--- config.mk ---
export PLATFORM = sky130hd
export DESIGN_NAME = rr_req_arbiter
export DESIGN_NICKNAME = d
export VERILOG_FILES = /design/src/rtl/rr_req_arbiter.sv
export SDC_FILE = /design/constraint.sdc
export NUM_CORES = 1
export LEC_CHECK = 0
export BUFFER_PORTS_ARGS = -buffer_cell sky130_fd_sc_hd__buf_4
export CAP_MARGIN = 20
export CORE_MARGIN = 2
export CORE_UTILIZATION = 25
export CTS_CLUSTER_DIAMETER = 40
export DETAILED_ROUTE_END_ITERATION = 16
export GPL_TIMING_DRIVEN = 0
export PLACE_DENSITY = 0.4
export SYNTH_ARGS = -nofsm -noshare
export SYNTH_HDL_FRONTEND = slang
export SYNTH_SLANG_ARGS = --single-unit
--- constraint.sdc ---
create_clock -name clk -period 2 [get_ports clk]
set_input_delay 0.2 -clock clk [delete_from_list [all_inputs] [get_ports clk]]
set_output_delay 0.2 -clock clk [all_outputs]
set_load 0.02 [all_outputs]
--- src/rtl/rr_req_arbiter.sv ---
`default_nettype none
// +--------------------------------------------------------------------------+
// | Module      : rr_req_arbiter                                             |
// | Description : N-channel round-robin request/grant arbiter with registered |
// |               one-hot grant and hold-timeout preemption.                 |
// | Revision    : 1.0  initial release                                        |
// +--------------------------------------------------------------------------+
module rr_req_arbiter #(
  parameter int N        = 4,
  parameter int MAX_HOLD = 8
) (
  input  logic                                 clk,
  input  logic                                 rst_n,
  input  logic [N-1:0]                         req,
  output logic [N-1:0]                         gnt,
  output logic [((N > 1) ? $clog2(N) : 1)-1:0] gnt_id,
  output logic                                 preempt
);

  localparam int c_id_w = (N > 1) ? $clog2(N) : 1;
  localparam int c_hc_w = (MAX_HOLD > 0) ? $clog2(MAX_HOLD + 1) : 1;
  localparam logic [c_hc_w-1:0] c_max_hold = c_hc_w'(MAX_HOLD);
  localparam logic [c_hc_w-1:0] c_hold_one = c_hc_w'(1);
  localparam logic [c_id_w-1:0] c_last_id  = c_id_w'(N - 1);
  localparam logic [c_id_w-1:0] c_id_one   = c_id_w'(1);

  typedef enum logic [0:0] {
    ST_IDLE  = 1'b0,
    ST_GRANT = 1'b1
  } state_t;

  state_t              r_state;
  logic [c_id_w-1:0]   r_ptr;
  logic [c_hc_w-1:0]   r_hold_cnt;
  logic [N-1:0]        r_gnt;
  logic [c_id_w-1:0]   r_gnt_id;
  logic                r_preempt;

  logic                w_win_found;
  logic [c_id_w-1:0]   w_win_id;
  logic [N-1:0]        w_win_onehot;
  logic [c_id_w-1:0]   w_next_ptr;
  logic                w_owner_req;
  logic                w_others_req;
  logic                w_timeout;

  // First set request bit searching upward from r_ptr, wrapping modulo N.
  always_comb begin
    w_win_found  = 1'b0;
    w_win_id     = '0;
    w_win_onehot = '0;
    for (int i = 0; i < N; i++) begin
      if (!w_win_found && req[(int'(r_ptr) + i) % N]) begin
        w_win_found = 1'b1;
        w_win_id    = c_id_w'((int'(r_ptr) + i) % N);
      end
    end
    for (int j = 0; j < N; j++) begin
      w_win_onehot[j] = w_win_found && (w_win_id == c_id_w'(j));
    end
  end

  assign w_next_ptr   = (w_win_id == c_last_id) ? '0 : (w_win_id + c_id_one);
  // r_gnt is one-hot while granted, so it doubles as the owner mask.
  assign w_owner_req  = |(req & r_gnt);
  assign w_others_req = |(req & ~r_gnt);
  assign w_timeout    = (MAX_HOLD != 0) && (r_hold_cnt == c_max_hold) && w_others_req;

  always_ff @(posedge clk) begin
    if (!rst_n) begin
      r_state    <= ST_IDLE;
      r_ptr      <= '0;
      r_hold_cnt <= '0;
      r_gnt      <= '0;
      r_gnt_id   <= '0;
      r_preempt  <= 1'b0;
    end else begin
      r_preempt <= 1'b0;
      case (r_state)
        ST_IDLE: begin
          if (w_win_found) begin
            r_gnt      <= w_win_onehot;
            r_gnt_id   <= w_win_id;
            r_hold_cnt <= c_hold_one;
            r_ptr      <= w_next_ptr;
            r_state    <= ST_GRANT;
          end
        end
        ST_GRANT: begin
          if (!w_owner_req || w_timeout) begin
            r_gnt     <= '0;
            r_gnt_id  <= '0;
            r_preempt <= w_owner_req;
            r_state   <= ST_IDLE;
          end else if (r_hold_cnt < c_max_hold) begin
            r_hold_cnt <= r_hold_cnt + c_hold_one;
          end
        end
        default: begin
          r_gnt    <= '0;
          r_gnt_id <= '0;
          r_state  <= ST_IDLE;
        end
      endcase
    end
  end

  assign gnt     = r_gnt;
  assign gnt_id  = r_gnt_id;
  assign preempt = r_preempt;

endmodule
`default_nettype wire

==> summary.md, run 1 <==
| Metric | Value |
|---|---|
| Syn Inst Count | 89 |
| Worst-path cell chain | or2b_1 > nor2b_1 > o22ai_1 > inv_1 > ha_1 > nand2_1 > a21oi_1 |
| Final Skew | 0.004891 ns |
| CTS Buf Count | 3 |
| Required time worst endpoint | 2.22 ns |
| RSZ-0062 raised after global routing | false |
| Multi-input gate area | 462.9 um2 |
| GRT overflow | 0 |
| Max FO, Critical Path | 4 |
| Placer Congestion | 0.7356 |
| Cell Rows | 20 |
| Final wirelength | 1900 um |
| Clk buf depth | 2 |
| Via count | 691 |
| Fin nets | 118 |
| Post-CTS setup buffers | 0 |
| Status | finished, final reports clean |
| F_max | 0.5856 GHz |
| Relative slew slack | 70.79% |
| Worst hold path type | in2reg |
| Worst slack at placement | 0.2911 ns |
| Fin cells | 149 |
| Syn_area_per_cell | 8.801 um2 |
| Final Setup Violations | 0 |
| Slowest CP cell | dfxtp_1 |
| Ports | 13 |
| Final worst-path setup slack | 0.2922 ns |
| Pwr per Cell Area | 778.8 mW/mm2 |
| Post-Syn Area | 783.3 um2 |
| Final Cycle Share | 85.39% |
| Synth top area share | 35.78% |
| CTS resizes | 0 |
| Hold buffers post-CTS | 0 |
| Layout area overhead | 23.16% |
| Vias in the first global route | 635 |
| Fin util | 31.86% |
| Routed WL per cell | 12.75 um |
| Synth unique cells | 35 |
| Worst path bufs/invs | 1 |
| First-pass GRT wire length | 3153 um |
| Cells taking the most area after synthesis | dfxtp_1 (36%), ha_1 (9.6%), nand3_1 (8.3%) |
| Leak Pwr | 0.4001 nW |
| Initial antenna violation count | 0 |
| Crit path DAT | 1.93 ns |
| Fillers | 330 |
| Leading area contributor after synthesis | dfxtp_1 |
| # diodes | 0 |
| Number of synthesis warnings | 0 |
| CTS tree | done |
| Pin count of the biggest net entering global routing | 11 |
| Placed Cells | 145 |
| Clk pin slew, worst setup/hold paths | 0.10 ns |
| Final ANT Viol Nets | 0 |
| Root Buffer | clkbuf_4 |
| DIE AREA | 0.003597 mm2 |
| Htree depth | 1 |
| DIE WIDTH | 59.98 um |
| Primary FF master, synth | dfxtp_1 |
| Fraction of registers with async set/reset | 0% |
| Register Area | 280.3 um2 |
| Crit path time final | 1.708 ns |
| DRC | 0 |
| Max Cap Viol | 0 |
| Skew-Pair Late Insertion Delay | 0.29 ns |
| Crit start category | flip-flop |
| Worst vdd ir | 0.0001797 V |
| Post-DP HPWL | 1433 um |
| Core area | 0.003028 mm2 |
| Die height | 59.98 um |
| Setup crit end kind | flip-flop |
| Gr usage total | 11.89% |
| Drt pass-1 iters | 4 |
| CTS Sinks | 14 |
| Synth Register Bits | 14 |
| Initial Util | 25.87% |
| I/O Buffers | 12 |
| Max-slew violations | 0 |
| Delay of the slowest cell on the worst path | 0.35 ns |
| Initial drt markers | 33 |
| CP Class | reg2reg |
| Setup_tns | 0 ns |
| Sequential cell area fraction in the yosys report | 35.78% |
| Post-synth EDFFs | 0 |
| Share of layout cells above drive strength 1 | 23.81% |
| Via/cell ratio | 4.638 |
| Worst-margin pin slew | 0.4382 ns |
| Hold Slack | 0.2124 ns |
| Final Hold Vio Count | 0 |
| Delay-heaviest family, CP | compound AO/OA/AOI/OAI gates |
| Syn nets | 101 |
-- cells in the final DEF (no fill, tap or decap), types with 2 or more instances in the layout --
cell       n
nor2_1     2
ha_1       6
buf_4     12
o32ai_1    2
clkbuf_4   3
nor3_1     3
nand2_1    2
nand3_1   13
nor2b_1    3
a21oi_1    4
o22ai_1    2
dfxtp_1   14
inv_1      7
nand2b_1   4
o21ai_0    5
-- tightest hold or removal path, stage by stage --
cell and delay, ns:
buf_4 0.13, nand3_1 0.07, o21ai_0 0.06
-- cells in the mapped netlist, types with 2 or more instances --
library cell and count:
nor3_1 3, nand2b_1 4, nor2_1 2, a21oi_1 4
dfxtp_1 14, nor2b_1 3, inv_1 7, ha_1 6
o22ai_1 2, o32ai_1 2, nand3_1 13, nand2_1 2
o21ai_0 5
-- flip-flops by register name, summed over array words and instances, names as in the netlist --
register,count
gnt,4
r_hold_cnt,4
preempt,1
r_state,1
gnt_id,2
r_ptr,2
-- cells by family (layout without fill, tap and decap cells) --
| group | Yosys count | count (layout) | synth area share, % |
|---|---|---|---|
| buffers and inverters | 10 | 26 | 5.111 |
| adder cells (fa/ha/maj) | 6 | 6 | 9.584 |
| AO/OA/AOI/OAI | 23 | 23 | 21.89 |
| XOR/XNOR | 1 | 1 | 1.118 |
| flip-flops | 14 | 14 | 35.78 |
| AND/OR/NAND/NOR | 35 | 35 | 26.52 |
-- per-layer routing --
layer | GRT usage, % | wire [um] | vias to the layer above | share of wire (%)
met5 | 0 | 0 | - | 0
met4 | 6.667 | 37 | 0 | 1.9
met3 | 1.299 | 53 | 5 | 2.8
met2 | 17.08 | 814 | 14 | 43
met1 | 17.08 | 995 | 311 | 52
li1 | - | - | 361 | -
-- layout make-up --
class | count | share of cell area (%)
multi-input combinational | 65 | 47.99
sequential | 14 | 29.05
timing repair buffer | 12 | 9.339
tap | 44 | 5.707
clock buffer | 4 | 3.761
inverter | 7 | 2.724
buffer | 3 | 1.427
-- where the power goes --
group / internal, mW / total, mW / switching (mW)
Clock: 0.111 / 0.215 / 0.104
Combinational: 0.0844 / 0.207 / 0.122
Sequential: 0.305 / 0.329 / 0.0240
-- stage by stage --
| step | power (mW) | area (um2) |
|---|---|---|
| 6_report | 0.7513 | 964.7 |
| 5_1_grt | 0.8031 | 964.7 |
| 4_1_cts | 0.7593 | 964.7 |
| 3_5_place_dp | 0.5455 | 928.4 |
| 3_3_place_gp | 0.5440 | 928.4 |
| 2_1_floorplan | 0.4682 | 783.3 |
-- worst paths after layout --
path / startpoint / depth (start not counted) / slack (ns) / endpoint
setup / recovery: r_ptr[0] / 7 / 0.29 / r_ptr[1]
hold / removal: rst_n / 3 / 0.21 / r_hold_cnt[3]
setup reg to reg: r_ptr[0] / 7 / 0.29 / r_ptr[1]
hold reg to reg: gnt_id[1] / 2 / 0.48 / gnt_id[1]
Note: power is estimated with default switching activity, not from simulation.
==> inputs of run 2 (changes only) <==
Settings changed: BUFFER_PORTS_ARGS -buffer_cell sky130_fd_sc_hd__buf_4 to unset, DONT_BUFFER_PORTS set to 1, GPL_ROUTABILITY_DRIVEN set to 0, PLACE_DENSITY 0.4 to 0.36, RECOVER_POWER set to 100.
==> run 2 against run 1 <==
  * Hold slack worse by 0.14 ns
  * Final area shrank 11%
  * Total power down 10%
  * Via count decreased by 7.4%
  * Die area unchanged
  * Sequential cell count unchanged
  * Routed wire length decreased by 1.7%
  * Core utilization down 3.6 points
  * Clock skew shrank 0.0012 ns
  * Combinational power down 27%
==> summary.md, run 2 (synthesis gave the netlist of run 1 again) <==
| Metric | Value |
|---|---|
| Status | finished, final reports clean |
| Delay of the slowest cell on the worst path | 0.35 ns |
| Initial antenna violation count | 0 |
| Worst slack at placement | 0.2975 ns |
| Fillers | 345 |
| Required time worst endpoint | 2.22 ns |
| Clock power frac | 25.7% |
| Crit path from | r_ptr[0] |
| Final wirelength | 1868 um |
| Leak Pwr | 0.3303 nW |
| Worst-margin pin slew | 0.6335 ns |
| Final Hold Vio Count | 0 |
| Setup_tns | 0 ns |
| Routed WL per cell | 13.74 um |
| DIE WIDTH | 59.98 um |
| Sequential fraction of design power | 51.8% |
| Worst vdd ir | 0.0002084 V |
| Combinational power share | 22.4% |
| Via/cell ratio | 4.706 |
| DIE AREA | 0.003597 mm2 |
| Crit path time final | 1.706 ns |
| Worst-path cell chain | or2b_1 > nor2b_1 > o22ai_1 > inv_1 > ha_1 > nand2_1 > a21oi_1 |
| Worst r2r path cells | 7 |
| DRC | 0 |
| Final ANT Viol Nets | 0 |
| Most common cell after layout, fill and taps aside | dfxtp_1 |
| Fin nets | 106 |
| Power Total | 672.6 uW |
| Setup crit end kind | flip-flop |
| Clk buf depth | 2 |
| Final Skew | 0.003685 ns |
| Max-slew violations | 0 |
| Switching power share of the total | 35.18% |
| Drt pass-1 iters | 4 |
| R2r setup slk | 0.29 ns |
| GRT overflow | 0 |
| Fin util | 28.22% |
| Ports | 13 |
| Reg2reg start | r_ptr[0] |
| CTS tree | done |
| Slowest CP cell | dfxtp_1 |
| Core area | 0.003028 mm2 |
| F_max | 0.5860 GHz |
| Initial drt markers | 23 |
| Skew-Pair Late Insertion Delay | 0.28 ns |
| Htree depth | 1 |
| Die height | 59.98 um |
| CP Class | reg2reg |
| Final Setup Violations | 0 |
| Root Buffer | clkbuf_4 |
| Commonest non-fill, non-tap cells in the layout | dfxtp_1 (14), nand3_1 (13), inv_1 (7) |
| First-pass GRT wire length | 2911 um |
| Max FO, Critical Path | 4 |
| Pwr per Cell Area | 787.1 mW/mm2 |
| Final Cycle Share | 85.32% |
| Share of layout cells above drive strength 1 | 11.96% |
| Reg-to-reg endpoint | r_ptr[1] |
| CTS Buf Count | 3 |
| Post-DP HPWL | 1395 um |
| Crit start category | flip-flop |
| # diodes | 0 |
| Pin count of the biggest net entering global routing | 11 |
| Hold Slack | 0.07381 ns |
| Initial Util | 25.87% |
| Layout area overhead | 9.106% |
| Multi-input gate area | 456.7 um2 |
| CTS resizes | 0 |
| Worst hold path type | in2reg |
| Register Area | 280.3 um2 |
| Final worst-path setup slack | 0.2936 ns |
| Via count | 640 |
| P_int | 436.0 uW |
| Cell Rows | 20 |
| Max Cap Viol | 0 |
| Relative slew slack | 57.77% |
| CTS Sinks | 14 |
| Critical path endpoint | r_ptr[1] |
| RSZ-0062 raised after global routing | false |
| Clk pin slew, worst setup/hold paths | 0.10 ns |
| Gr usage total | 11.62% |
| Sw power | 236.6 uW |
| Post-CTS setup buffers | 0 |
| Hold buffers post-CTS | 0 |
| Vias in the first global route | 591 |
| Crit path DAT | 1.93 ns |
| I/O Buffers | 0 |
-- run 2: cell types whose count changed in the layout (fill, tap and decap cells not counted) --
cell,delta
buf_4,-12
o2bb2ai_2,-1
clkbuf_8,-1
o2bb2ai_1,+1
-- run 2: area by class of cell --
cell class / instances / share of cell area [%]
buffer: 3 / 1.611
clock buffer: 3 / 2.635
inverter: 7 / 3.075
multi-input combinational: 65 / 53.44
sequential: 14 / 32.80
tap: 44 / 6.442
-- run 2: critical path, delay by kind of cell, from the launching register on --
family                   cells  cell delay (ns)
buffers and inverters        1             0.13
AO/OA/AOI/OAI                2             0.45
AND/OR/NAND/NOR              3             0.41
flip-flops                   1             0.35
adder cells (fa/ha/maj)      1             0.30
-- run 2: how the worst min path moves through the flow --
stage | start | to | slack [ns] | cells after the start
detailed placement | rst_n | gnt[3] | 0.38 | 2
floorplan | rst_n | r_hold_cnt[3] | 0.37 | 2
finish | rst_n | gnt[3] | 0.07 | 2
global route | rst_n | gnt[0] | 0.05 | 2
CTS | rst_n | gnt[3] | 0.07 | 2
global placement | rst_n | gnt[3] | 0.37 | 2
-- run 2: power by group through the flow --
| stage | Combinational [mW] | Clock, mW | Sequential [mW] |
|---|---|---|---|
| final | 0.151 | 0.173 | 0.349 |
| after global placement | 0.154 | 0 | 0.355 |
| after detailed placement | 0.156 | 0 | 0.355 |
| after CTS | 0.157 | 0.174 | 0.348 |
| after floorplan | 0.121 | 0 | 0.347 |
| after global routing | 0.170 | 0.196 | 0.352 |
-- run 2: per-stage QoR --
step,std cells,cell area [um2]
floorplan,89,783.3
global placement,133,838.3
detailed placement,133,838.3
CTS,136,860.8
global route,136,854.6
finish,136,854.6
-- run 2: layer usage --
| metal | track usage (%) | vias to the layer above | wire length [um] |
|---|---|---|---|
| met5 | 0 | - | 0 |
| met4 | 5.714 | 0 | 13 |
| met3 | 4.113 | 2 | 117 |
| met2 | 14.75 | 14 | 766 |
| met1 | 16.91 | 295 | 970 |
| li1 | - | 329 | - |
==> inputs of run 3 (changes only) <==
Settings changed: CELL_PAD_IN_SITES_DETAIL_PLACEMENT set to 1, CELL_PAD_IN_SITES_GLOBAL_PLACEMENT set to 2, PLACE_DENSITY 0.36 to 0.54.
==> run 3 against run 2 <==
  * Clock power grew 24%
  * Worst setup slack barely moved
  * Critical path depth is the same
  * Hold slack about the same
  * Critical path type unchanged
==> summary.md, run 3 (synthesis gave the netlist of run 1 again) <==
| Metric | Value |
|---|---|
| Status | finished, final reports clean |
| GRT overflow | 0 |
| Leak Pwr | 0.3351 nW |
| # diodes | 0 |
| Combinational power share | 21.5% |
| Clock power frac | 30.0% |
| CP Class | reg2reg |
| Worst hold path type | in2reg |
| Worst vdd ir | 0.0002108 V |
| Vias in the first global route | 683 |
| Relative slew slack | 59.26% |
| Initial Util | 25.87% |
| Delay of the slowest cell on the worst path | 0.35 ns |
| Final worst-path setup slack | 0.2936 ns |
| Setup_tns | 0 ns |
| Max-slew violations | 0 |
| Met1 Wirelength | 1113 um |
| Commonest non-fill, non-tap cells in the layout | dfxtp_1 (14), nand3_1 (13), inv_1 (7) |
| P_int | 477.7 uW |
| First-pass GRT wire length | 3443 um |
| CTS Sinks | 14 |
| Slowest CP cell | dfxtp_1 |
| Final Cycle Share | 85.32% |
| Worst path bufs/invs | 1 |
| Final Setup Violations | 0 |
| Initial antenna violation count | 0 |
| Fin nets | 106 |
| DRC | 0 |
| Crit start category | flip-flop |
| DIE AREA | 0.003597 mm2 |
| Die height | 59.98 um |
| Clk buf depth | 2 |
| Hold Slack | 0.07383 ns |
| Final Hold Vio Count | 0 |
| Initial drt markers | 27 |
| Pwr per Cell Area | 825.5 mW/mm2 |
| Switching power share of the total | 33.55% |
| Max Used Layer | met4 |
| Met3 wire len | 85 um |
| F_max | 0.5860 GHz |
| Worst-path cell chain | or2b_1 > nor2b_1 > o22ai_1 > inv_1 > ha_1 > nand2_1 > a21oi_1 |
| Placed Cells | 133 |
| Worst slack at placement | 0.3163 ns |
| Via count | 683 |
| Required time worst endpoint | 2.23 ns |
| CTS Buf Count | 3 |
| Drt pass-1 iters | 4 |
| Root Buffer | clkbuf_4 |
| Crit path time final | 1.706 ns |
| Share of layout cells above drive strength 1 | 11.83% |
| CTS resizes | 0 |
| Htree depth | 1 |
| I/O Buffers | 0 |
| Final ANT Viol Nets | 0 |
| Clk pin slew, worst setup/hold paths | 0.10 ns |
| Layout area overhead | 11.18% |
| Max FO, Critical Path | 4 |
| Setup crit end kind | flip-flop |
| Post-CTS setup buffers | 0 |
| Crit path DAT | 1.93 ns |
| Gr usage total | 13.13% |
| Final Skew | 0.01155 ns |
| Post-DP HPWL | 1519 um |
| CTS tree | done |
| RSZ-0062 raised after global routing | false |
| Ports | 13 |
| DIE WIDTH | 59.98 um |
| Core area | 0.003028 mm2 |
| Most common cell after layout, fill and taps aside | dfxtp_1 |
| Routed WL per cell | 14.92 um |
| Cell Rows | 20 |
| Fin cells | 137 |
| Max Cap Viol | 0 |
| Metal2 WL | 831 um |
| Pin count of the biggest net entering global routing | 11 |
| Sequential fraction of design power | 48.5% |
| Skew-Pair Late Insertion Delay | 0.29 ns |
| Worst-margin pin slew | 0.6088 ns |
| Final wirelength | 2044 um |
| Via/cell ratio | 4.985 |
| Sw power | 241.2 uW |
| Hold buffers post-CTS | 0 |
| Delay-heaviest family, CP | compound AO/OA/AOI/OAI gates |
[run 3: cell types whose count changed in the layout (fill, tap and decap cells not counted)]
cell	delta
clkbuf_2	-1
clkbuf_8	+1
nor2_1	+1
o2bb2ai_2	+1
nor2_2	-1
clkbuf_1	+1
o2bb2ai_1	-1
[run 3: final cells by class]
type                    instances  area (um2)
fillers                       370        2157
multi-input cells              65       460.4
flip-flops and latches         14       280.3
well taps                      44       55.05
clock buffers                   4       36.28
inverters                       7       26.28
plain buffers                   3       12.51
[run 3: routing by layer]
metal	track usage (%)	up-vias
li1	-	338
met3	3.030	2
met2	18.32	12
met1	19.03	331
met5	0	-
met4	5.714	0
[run 3: worst paths after layout]
kind / startpoint / to / slack [ns] / cells past startpoint
worst min-delay path: rst_n / gnt[3] / 0.07 / 2
worst max-delay path: r_ptr[0] / r_ptr[1] / 0.29 / 7
worst max register to register: r_ptr[0] / r_ptr[1] / 0.29 / 7
worst min register to register: r_hold_cnt[3] / r_hold_cnt[3] / 0.51 / 2
[run 3: power by group through the flow]
stage | clock [mW] | sequential [mW] | combinational (mW)
2_1_floorplan | 0 | 0.347 | 0.121
3_3_place_gp | 0 | 0.356 | 0.159
3_5_place_dp | 0 | 0.356 | 0.159
4_1_cts | 0.228 | 0.349 | 0.161
5_1_grt | 0.235 | 0.355 | 0.180
6_report | 0.215 | 0.349 | 0.155
[run 3: through the flow]
stage / instance area, um2 / total power, mW / util [%]
6_report: 870.8 / 0.7189 / 28.76
5_1_grt: 870.8 / 0.7693 / 28.76
4_1_cts: 874.6 / 0.7379 / 28.88
3_5_place_dp: 838.3 / 0.5153 / 27.69
3_3_place_gp: 838.3 / 0.5150 / 27.69
2_1_floorplan: 783.3 / 0.4682 / -
